--- config.mk ---
export PLATFORM = sky130hd
export DESIGN_NAME = ppt_pulse_gen
export DESIGN_NICKNAME = d
export VERILOG_FILES = /design/src/rtl/ppt_pkg.sv /design/src/rtl/ppt_prescaler.sv /design/src/rtl/ppt_pulse_gen.sv
export SDC_FILE = /design/constraint.sdc
export NUM_CORES = 1
export LEC_CHECK = 0
export CAP_MARGIN = 30
export CORE_MARGIN = 3
export CORE_UTILIZATION = 40
export DETAILED_ROUTE_END_ITERATION = 7
export PLACE_DENSITY = 0.67
export SYNTH_ARGS = -nofsm -noshare
export SYNTH_HDL_FRONTEND = slang
export SYNTH_HIERARCHICAL = 1
export SYNTH_SLANG_ARGS = --single-unit
--- constraint.sdc ---
create_clock -name clk -period 7.3 [get_ports clk]
set_input_delay 1.825 -clock clk [delete_from_list [all_inputs] [get_ports clk]]
set_output_delay 1.825 -clock clk [all_outputs]
set_load 0.02 [all_outputs]
--- src/rtl/ppt_pkg.sv ---
// Shared types and helpers for the PPT pulse-train generator.
package ppt_pkg;

    localparam int CNT_W = 16;
    localparam int DIV_W = 5;

    typedef enum logic [1:0] {
        S_IDLE  = 2'd0,
        S_PULSE = 2'd1,
        S_GAP   = 2'd2,
        S_DONE  = 2'd3
    } state_e;

    // Terminal count 2^(div+1)-1; 33-bit so div=31 yields all ones.
    function automatic logic [31:0] presc_term(input logic [31:0] div);
        logic [32:0] pow;
        logic [32:0] term;
        pow  = 33'd1 << (div + 32'd1);
        term = pow - 33'd1;
        return term[31:0];
    endfunction

endpackage

--- src/rtl/ppt_prescaler.sv ---
// Tick generator: one tick every 2^(clk_div+1) enabled cycles.
module ppt_prescaler #(
    parameter int DIV_W = ppt_pkg::DIV_W
) (
    input  logic             clk,
    input  logic             rstn,
    input  logic             en,
    input  logic [DIV_W-1:0] clk_div,
    output logic             tick
);
    import ppt_pkg::*;

    logic [31:0] cnt_q;
    logic [31:0] cnt_d;
    logic [31:0] term;

    always_comb begin
        term = presc_term(32'(clk_div));
        tick = en && (cnt_q == term);
        if (!en || tick) begin
            cnt_d = '0;
        end else begin
            cnt_d = cnt_q + 32'd1;
        end
    end

    always_ff @(posedge clk) begin
        if (!rstn) begin
            cnt_q <= '0;
        end else begin
            cnt_q <= cnt_d;
        end
    end

endmodule

--- src/rtl/ppt_pulse_gen.sv ---
// PPT firing sequencer: latches the register-map settings at start and
// emits count pulses of width_eff ticks every period_eff ticks.
module ppt_pulse_gen #(
    parameter int CNT_W = ppt_pkg::CNT_W,
    parameter int DIV_W = ppt_pkg::DIV_W
) (
    input  logic             clk,
    input  logic             rstn,
    input  logic [DIV_W-1:0] clk_div,
    input  logic [CNT_W-1:0] period,
    input  logic [CNT_W-1:0] width,
    input  logic [CNT_W-1:0] count,
    input  logic             run_ppt,
    output logic             pulse_out,
    output logic [CNT_W-1:0] count_done,
    output logic             done,
    output logic             busy
);
    import ppt_pkg::*;

    state_e           state_q, state_d;
    logic [DIV_W-1:0] div_q, div_d;
    logic [CNT_W-1:0] wid_q, wid_d;
    logic [CNT_W-1:0] gap_q, gap_d;
    logic [CNT_W-1:0] cnt_q, cnt_d;
    logic [CNT_W-1:0] tck_q, tck_d;
    logic [CNT_W-1:0] cdone_q, cdone_d;
    logic             pulse_q, pulse_d;
    logic             done_q, done_d;
    logic             busy_q, busy_d;

    logic [CNT_W-1:0] per_eff;
    logic [CNT_W-1:0] wid_eff;
    logic [CNT_W-1:0] tck_nx;
    logic [CNT_W-1:0] cdone_nx;
    logic             run_en;
    logic             tick;

    assign run_en = (state_q == S_PULSE) || (state_q == S_GAP);

    ppt_prescaler #(
        .DIV_W (DIV_W)
    ) u_presc (
        .clk     (clk),
        .rstn    (rstn),
        .en      (run_en),
        .clk_div (div_q),
        .tick    (tick)
    );

    // Clamp so every firing keeps at least one low tick.
    always_comb begin
        per_eff = (period == '0) ? CNT_W'(1) : period;
        wid_eff = (width >= per_eff) ? (per_eff - CNT_W'(1)) : width;
    end

    always_comb begin
        state_d  = state_q;
        div_d    = div_q;
        wid_d    = wid_q;
        gap_d    = gap_q;
        cnt_d    = cnt_q;
        tck_d    = tck_q;
        cdone_d  = cdone_q;
        pulse_d  = pulse_q;
        done_d   = done_q;
        busy_d   = busy_q;
        tck_nx   = tck_q + CNT_W'(1);
        cdone_nx = cdone_q + CNT_W'(1);

        unique case (state_q)
            S_IDLE: begin
                pulse_d = 1'b0;
                busy_d  = 1'b0;
                done_d  = 1'b0;
                if (run_ppt) begin
                    div_d   = clk_div;
                    wid_d   = wid_eff;
                    gap_d   = per_eff - wid_eff;
                    cnt_d   = count;
                    cdone_d = '0;
                    tck_d   = '0;
                    if (count == '0) begin
                        state_d = S_DONE;
                        done_d  = 1'b1;
                    end else begin
                        state_d = (wid_eff == '0) ? S_GAP : S_PULSE;
                        pulse_d = (wid_eff != '0);
                        busy_d  = 1'b1;
                    end
                end
            end
            S_PULSE: begin
                if (!run_ppt) begin
                    state_d = S_IDLE;
                    pulse_d = 1'b0;
                    busy_d  = 1'b0;
                    tck_d   = '0;
                end else if (tick) begin
                    if (tck_nx == wid_q) begin
                        state_d = S_GAP;
                        pulse_d = 1'b0;
                        tck_d   = '0;
                    end else begin
                        tck_d = tck_nx;
                    end
                end
            end
            S_GAP: begin
                if (!run_ppt) begin
                    state_d = S_IDLE;
                    pulse_d = 1'b0;
                    busy_d  = 1'b0;
                    tck_d   = '0;
                end else if (tick) begin
                    if (tck_nx == gap_q) begin
                        cdone_d = cdone_nx;
                        tck_d   = '0;
                        if (cdone_nx == cnt_q) begin
                            state_d = S_DONE;
                            done_d  = 1'b1;
                            busy_d  = 1'b0;
                            pulse_d = 1'b0;
                        end else begin
                            state_d = (wid_q == '0) ? S_GAP : S_PULSE;
                            pulse_d = (wid_q != '0);
                        end
                    end else begin
                        tck_d = tck_nx;
                    end
                end
            end
            S_DONE: begin
                pulse_d = 1'b0;
                busy_d  = 1'b0;
                if (!run_ppt) begin
                    state_d = S_IDLE;
                    done_d  = 1'b0;
                end
            end
            default: begin
                state_d = S_IDLE;
                pulse_d = 1'b0;
                busy_d  = 1'b0;
                done_d  = 1'b0;
            end
        endcase
    end

    always_ff @(posedge clk) begin
        if (!rstn) begin
            state_q <= S_IDLE;
            div_q   <= '0;
            wid_q   <= '0;
            gap_q   <= '0;
            cnt_q   <= '0;
            tck_q   <= '0;
            cdone_q <= '0;
            pulse_q <= 1'b0;
            done_q  <= 1'b0;
            busy_q  <= 1'b0;
        end else begin
            state_q <= state_d;
            div_q   <= div_d;
            wid_q   <= wid_d;
            gap_q   <= gap_d;
            cnt_q   <= cnt_d;
            tck_q   <= tck_d;
            cdone_q <= cdone_d;
            pulse_q <= pulse_d;
            done_q  <= done_d;
            busy_q  <= busy_d;
        end
    end

    assign pulse_out  = pulse_q;
    assign count_done = cdone_q;
    assign done       = done_q;
    assign busy       = busy_q;

endmodule
======== Word-level counts from Yosys, hierarchy flattened ========
Cells that the tools add are included.
W data, S select, Z words.
storage, ports and cells
  logic and storage cells ................. 114
  bits in registers ....................... 122
  output and inout port bits .............. 19
  input port bits ......................... 56
operators by class
  muxes and demuxes ....................... 52
  bitwise operators ....................... 1
  reductions and logical operators ........ 22
  add/subtract/negate cells ............... 7
  eq/ne operators ......................... 19
  $lt $le $gt $ge ......................... 1
  shift operators ......................... 1
operators with widths
  kind                     count
  $mux W16                 12
  $logic_not A16 Y1        4
  $eq A16 B16 Y1           3
  $pmux W16 S3             1
  $add A16 B1 Y16 const B  2
  $add A32 B1 Y32 const B  1
  $eq A32 B32 Y1           1
  $pmux W16 S2             1
  $reduce_bool A16 Y1      2
  $shl A1 B32 Y32 const A  1
  $sub A32 B1 Y32 const B  1
  $mux W2                  12
  $mux W1                  22
  $ge A16 B16 Y1           1
  $sub A16 B1 Y16 const B  1
  $sub A16 B16 Y16         1
  $reduce_and A4 Y1        3
  $reduce_and A6 Y1        2
  $ne A2 B2 Y1 const B     5
  $ne A3 B2 Y1 const B     3
  $pmux W1 S4              2
  $pmux W2 S4              1
  $add A5 B1 Y6 const B    1
  $ne A3 B3 Y1 const B     2
  14 further kinds         18

======== Longest topological paths before layout ========
  word-level depth ........................ 9
  depth in mapped cells ................... 29

======== Cells and area by module ========
Netlist, hierarchy kept.
modules (own cells, without submodules)
  module         times used  sequential area each (µm²)  cells each  area each (µm²)
  ppt_pulse_gen  1           1801.7                      989         7273.2
  ppt_prescaler  1           640.6                       356         2875.3

======== Least setup slack after synthesis ========
No wires, ideal clock.
  path type ............................... input port to flip-flop
  from .................................... input period[9]
  to ...................................... register gap_q[14]
  stages on the path ...................... 28
  library setup time ...................... 0.079 ns
  arrival ................................. 6.919 ns
  setup slack ............................. 0.302 ns
  cells stage by stage .................... or4_1 -> nor2b_1 -> clkbuf_2 -> inv_1 -> nor2_1 -> nor2_1 -> inv_1 -> ha_1 -> nor2b_1 -> o21ai_0 -> a21oi_1 -> o21ai_0 -> a211o_1 -> clkbuf_1 -> clkbuf_1 -> o21ai_0 -> ha_1 -> inv_1 -> fa_1 -> a21o_1 -> a21o_1 -> a2111oi_0 -> o31ai_1 -> a21o_1 -> a21oi_1 -> o21bai_1 -> a211o_1 -> o211ai_1
on the way
  cells in the longest elaborated chain, start to end .. 5
  elaborated cells between the ends (all ways) .. 6
  classes of those cells .................. add/sub (2); order compare (1); mux (2); reduce/logical (1)
RTL lines
  item                                               line                  source
  start: declaration                                 ppt_pulse_gen.sv:10   input logic [CNT_W-1:0] period,
  $logic_not A16 Y1                                  ppt_pulse_gen.sv:53   per_eff = (period == '0) ? CNT_W'(1) : period;
  $mux W16 *                                         ppt_pulse_gen.sv:53
  $sub A16 B1 Y16 or $ge A16 B16 Y1 (tied branches)  ppt_pulse_gen.sv:54   wid_eff = (width >= per_eff) ? (per_eff - CNT_W'(1)) : width;
  $mux W16 *                                         ppt_pulse_gen.sv:54
  via wid_eff[0]                                     ppt_pulse_gen.sv:33   logic [CNT_W-1:0] wid_eff;
  $sub A16 B16 Y16 *                                 ppt_pulse_gen.sv:79   gap_d = per_eff - wid_eff;
  end signal: assignment                             ppt_pulse_gen.sv:166  gap_q <= gap_d;
  end: declaration                                   ppt_pulse_gen.sv:24   logic [CNT_W-1:0] gap_q, gap_d;
The timed path passes the listed nets; every way through them passes the cells marked *.
A chain may end at the register's enable or synchronous reset.

======== Worst setup path after layout ========
  from .................................... input period[9]
  to ...................................... register gap_q[14]
on the way
  cells in the longest elaborated chain, start to end .. 5
  elaborated cells between the ends (all ways) .. 6
  classes of those cells .................. add/sub (2); order compare (1); mux (2); reduce/logical (1)
RTL lines
  item                                               line
  $logic_not A16 Y1                                  ppt_pulse_gen.sv:53
  $mux W16 *                                         ppt_pulse_gen.sv:53
  $sub A16 B1 Y16 or $ge A16 B16 Y1 (tied branches)  ppt_pulse_gen.sv:54
  $mux W16                                           ppt_pulse_gen.sv:54
  $sub A16 B16 Y16 *                                 ppt_pulse_gen.sv:79
Mark *: on every way between the ends. The rest lies on a longest branch, timed or not.

==> impl_results.md <==
- Outcome: completed
- Row count: 57
- Sink Count: 122
- Largest net degree at the start of global routing: 62
- Final ANT Viol Nets: 0
- Port bufs: 74
- Mapped Area: 10,100 um^2
- Die area: 27,300 um^2
- Hold buffers post-CTS: 0
- Max-cap violations: 0
- First-pass GRT wire length: 47.2 mm
- Crit. Startpoint: period[9]
- Sequential share of the synthesized area: 24.1%
- # setup viols final: 0
- Layout overhead on the synthesized area: 15.0%
- Antenna cells: 0
- Crit start category: primary input
- Crit-path max FO: 12
- PnR worst setup slack: 0.399 ns
- Vias per inst: 5.84
- Post-synth EDFFs: 0
- Slowest cell delay on critical path: 0.54 ns
- DR WL/cell: 16.9 um
- VDD IR max: 0.164 mV
- Die width: 165 um
- Crit. path cell count: 27
- Slew Limit Fails: 0
- Drc violations: 0
- Most frequent cells in the layout: 154 x nand2_1, 122 x dfxtp_1, 91 x nor2_1
- # H-tree levels: 4
- Core area: 24,600 um^2
- Nets: 1,468
- Critical path's slowest cell: or4_1
- Top sig layer: met4
- Post-Route Skew: 0.0141 ns
- CTS Buf Count: 17
- Capture point of the worst path: gap_q[14]
- Mapped Cells: 1,345
- Clock latency on the worst-skew pair: 0.43 ns
- # IOs: 75
- Met3 Wirelength: 1.62 mm
- Final WL: 28.8 mm
- Period utilization: 94.5%
- Via count: 9,974
- Die height: 165 um
- Initial antenna violation count: 0
- DRT iter0 DRCs: 708
- TritonCTS clock tree: yes
- FF-to-FF setup slack: 1.74 ns
- Min-Delay Path Class: reg -> reg
- Mean Syn Cell Area: 7.55 um^2
- Dpl cell area: 11,100 um^2
- Detail Placement HPWL: 21.3 mm
- Worst EP required: 7.65 ns
- Post-layout util: 47.4%
- Synthesis Warnings: 6
- 1st-pass router iterations: 5
- Overall routing resource usage: 21.2%
- Synth unique cells: 92
- Primary FF master, synth: dfxtp_1
- Synthesized flop and latch total: 122
- Fin Setup TNS: 0 ns
- Arrival @ worst endpoint: 7.25 ns
- Global route total overflow: 0
- Final Hold Viols: 0
- Commonest non-fill, non-tap cell in the layout: nand2_1
- CP bufs+invs: 5
- Fmax: 145 MHz
- Max Root-Sink Buffers: 2
- Headroom to the max-slew limit: 34.0%
- M1 wire length: 13.6 mm
- Vias in the first global route: 9,235
- Layout cell share with drive strength beyond 1: 9.40%
- GP Congestion: 0.978
- WL met2: 13.2 mm
- Starting density of the core: 41.2%
- Worst Tran Pin Value: 0.991 ns
- Pre-CTS setup slack: -0.188 ns
- RR Startpoint: div_q[2]
- CTS Root Cell: clkbuf_16
- Leakage: 4.32 nW
- Design Area, Final: 11,700 um^2
- RSZ-0062 raised after global routing: false
- Minimum clock period: 6.90 ns
- Pwr Density: 242 nW/um^2
- Reg-to-reg endpoint: tck_q[15]
- Post-CTS sizing: 0
- WS Path Type: in -> reg
- Ys async rst share: 0%
- Top cell family by delay on the critical path: compound AO/OA/AOI/OAI gates
- CTS clk-pin slew, worst paths: 0.06 ns
- Post-CTS setup buffer count: 0
- FF-to-FF path depth: 18
- Fill count: 2,453
- Crit end category: register
- Synthesized Nets: 1,443
==> through the flow <==
step | cells | hold WS [ns] | total power [W]
after floorplan | 1345 | 0.433 | 0.00168
after global placement | 1674 | 0.458 | 0.00197
after detailed placement | 1675 | 0.463 | 0.00198
after CTS | 1707 | 0.471 | 0.00283
after global routing | 1707 | 0.489 | 0.00301
final | 1707 | 0.467 | 0.00283
==> synthesized netlist by cell type (all sizes together), types with 5 or more instances <==
| library cell | instances | area [um^2] |
|---|---|---|
| mux2i | 16 | 160 |
| or4 | 6 | 48.8 |
| and4 | 14 | 123 |
| and2 | 12 | 77.6 |
| xnor2 | 75 | 664 |
| a211oi | 14 | 105 |
| o211ai | 8 | 60.1 |
| a2111oi | 6 | 65.1 |
| nor4 | 40 | 287 |
| nor3 | 65 | 455 |
| nand2 | 157 | 594 |
| or2 | 7 | 43.8 |
| inv | 42 | 158 |
| dfxtp | 122 | 2440 |
| clkbuf | 66 | 251 |
| o21bai | 5 | 37.5 |
| nand2b | 18 | 113 |
| buf | 36 | 234 |
| a21o | 11 | 82.6 |
| nor3b | 5 | 37.5 |
| o21ai | 82 | 410 |
| o21a | 11 | 82.6 |
| nand4 | 38 | 259 |
| a31oi | 13 | 81.3 |
| a21oi | 88 | 440 |
| o22ai | 7 | 43.8 |
| xor2 | 46 | 403 |
| ha | 41 | 513 |
| a221oi | 5 | 43.8 |
| o31ai | 17 | 141 |
| nor4b | 5 | 58.8 |
| nand4b | 7 | 61.3 |
| and3 | 27 | 169 |
| nand3 | 56 | 280 |
| or3 | 6 | 37.5 |
| nor2b | 18 | 113 |
| nor2 | 95 | 367 |
==> cells by family after synthesis <==
kind of cell	count (synthesis)	synth area share [%]
other	1	0.0370
and+or+nand+nor	585	31.7
AOI/OAI and AO/OA	304	19.1
adders and majority gates	42	5.25
muxes	20	2.02
buffers and inverters	146	6.41
DFF	122	24.1
xor gates and xnor gates	125	11.4
==> flip-flops by register name, indices dropped and copies added (netlist names) <==
| register | flops |
|---|---|
| pulse_out | 1 |
| wid_q | 16 |
| state_q | 2 |
| tck_q | 16 |
| busy | 1 |
| cnt_q | 16 |
| u_presc/cnt_q | 32 |
| done | 1 |
| gap_q | 16 |
| count_done | 16 |
| div_q | 5 |
==> worst min-delay path by stage <==
| stage | cells after the start | slack, ns | start | to |
|---|---|---|---|---|
| CTS | 2 | 0.47 | cnt_q[15] | cnt_q[15] |
| finish | 2 | 0.47 | cnt_q[15] | cnt_q[15] |
| global route | 2 | 0.49 | cnt_q[14] | cnt_q[14] |
| global placement | 2 | 0.46 | cnt_q[15] | cnt_q[15] |
| detailed placement | 2 | 0.46 | cnt_q[15] | cnt_q[15] |
| floorplan | 2 | 0.43 | div_q[1] | div_q[1] |
==> power breakdown <==
| group | switching (W) | total (W) | internal [W] |
|---|---|---|---|
| Sequential | 0.000102 | 0.000853 | 0.000751 |
| Combinational | 0.000689 | 0.00114 | 0.000450 |
| Clock | 0.000346 | 0.000836 | 0.000491 |
| Total | 0.00114 | 0.00283 | 0.00169 |
==> area by class of cell <==
type                       instances  area (um^2)  share of cell area [%]
clock buffer                      18          439                    3.76
inverter                          44          165                    1.42
sequential                       122         2440                    20.9
timing repair buffer             108         1000                    8.57
multi-input combinational       1077         7070                    60.6
clock inverter                    14          148                    1.27
tap                              324          405                    3.47
==> metal layers <==
metal | up-vias | global-route usage [%]
li1 | 4919 | -
met1 | 4750 | 29.1
met2 | 278 | 34.4
met3 | 27 | 3.17
met4 | 0 | 5.91
met5 | - | 0
==> tightest hold or removal path, stage by stage (launching register included) <==
cell	delay, ns
dfxtp_1	0.32
nand2_1	0.05
a21oi_1	0.05
Power figures use the tool's default switching activity.
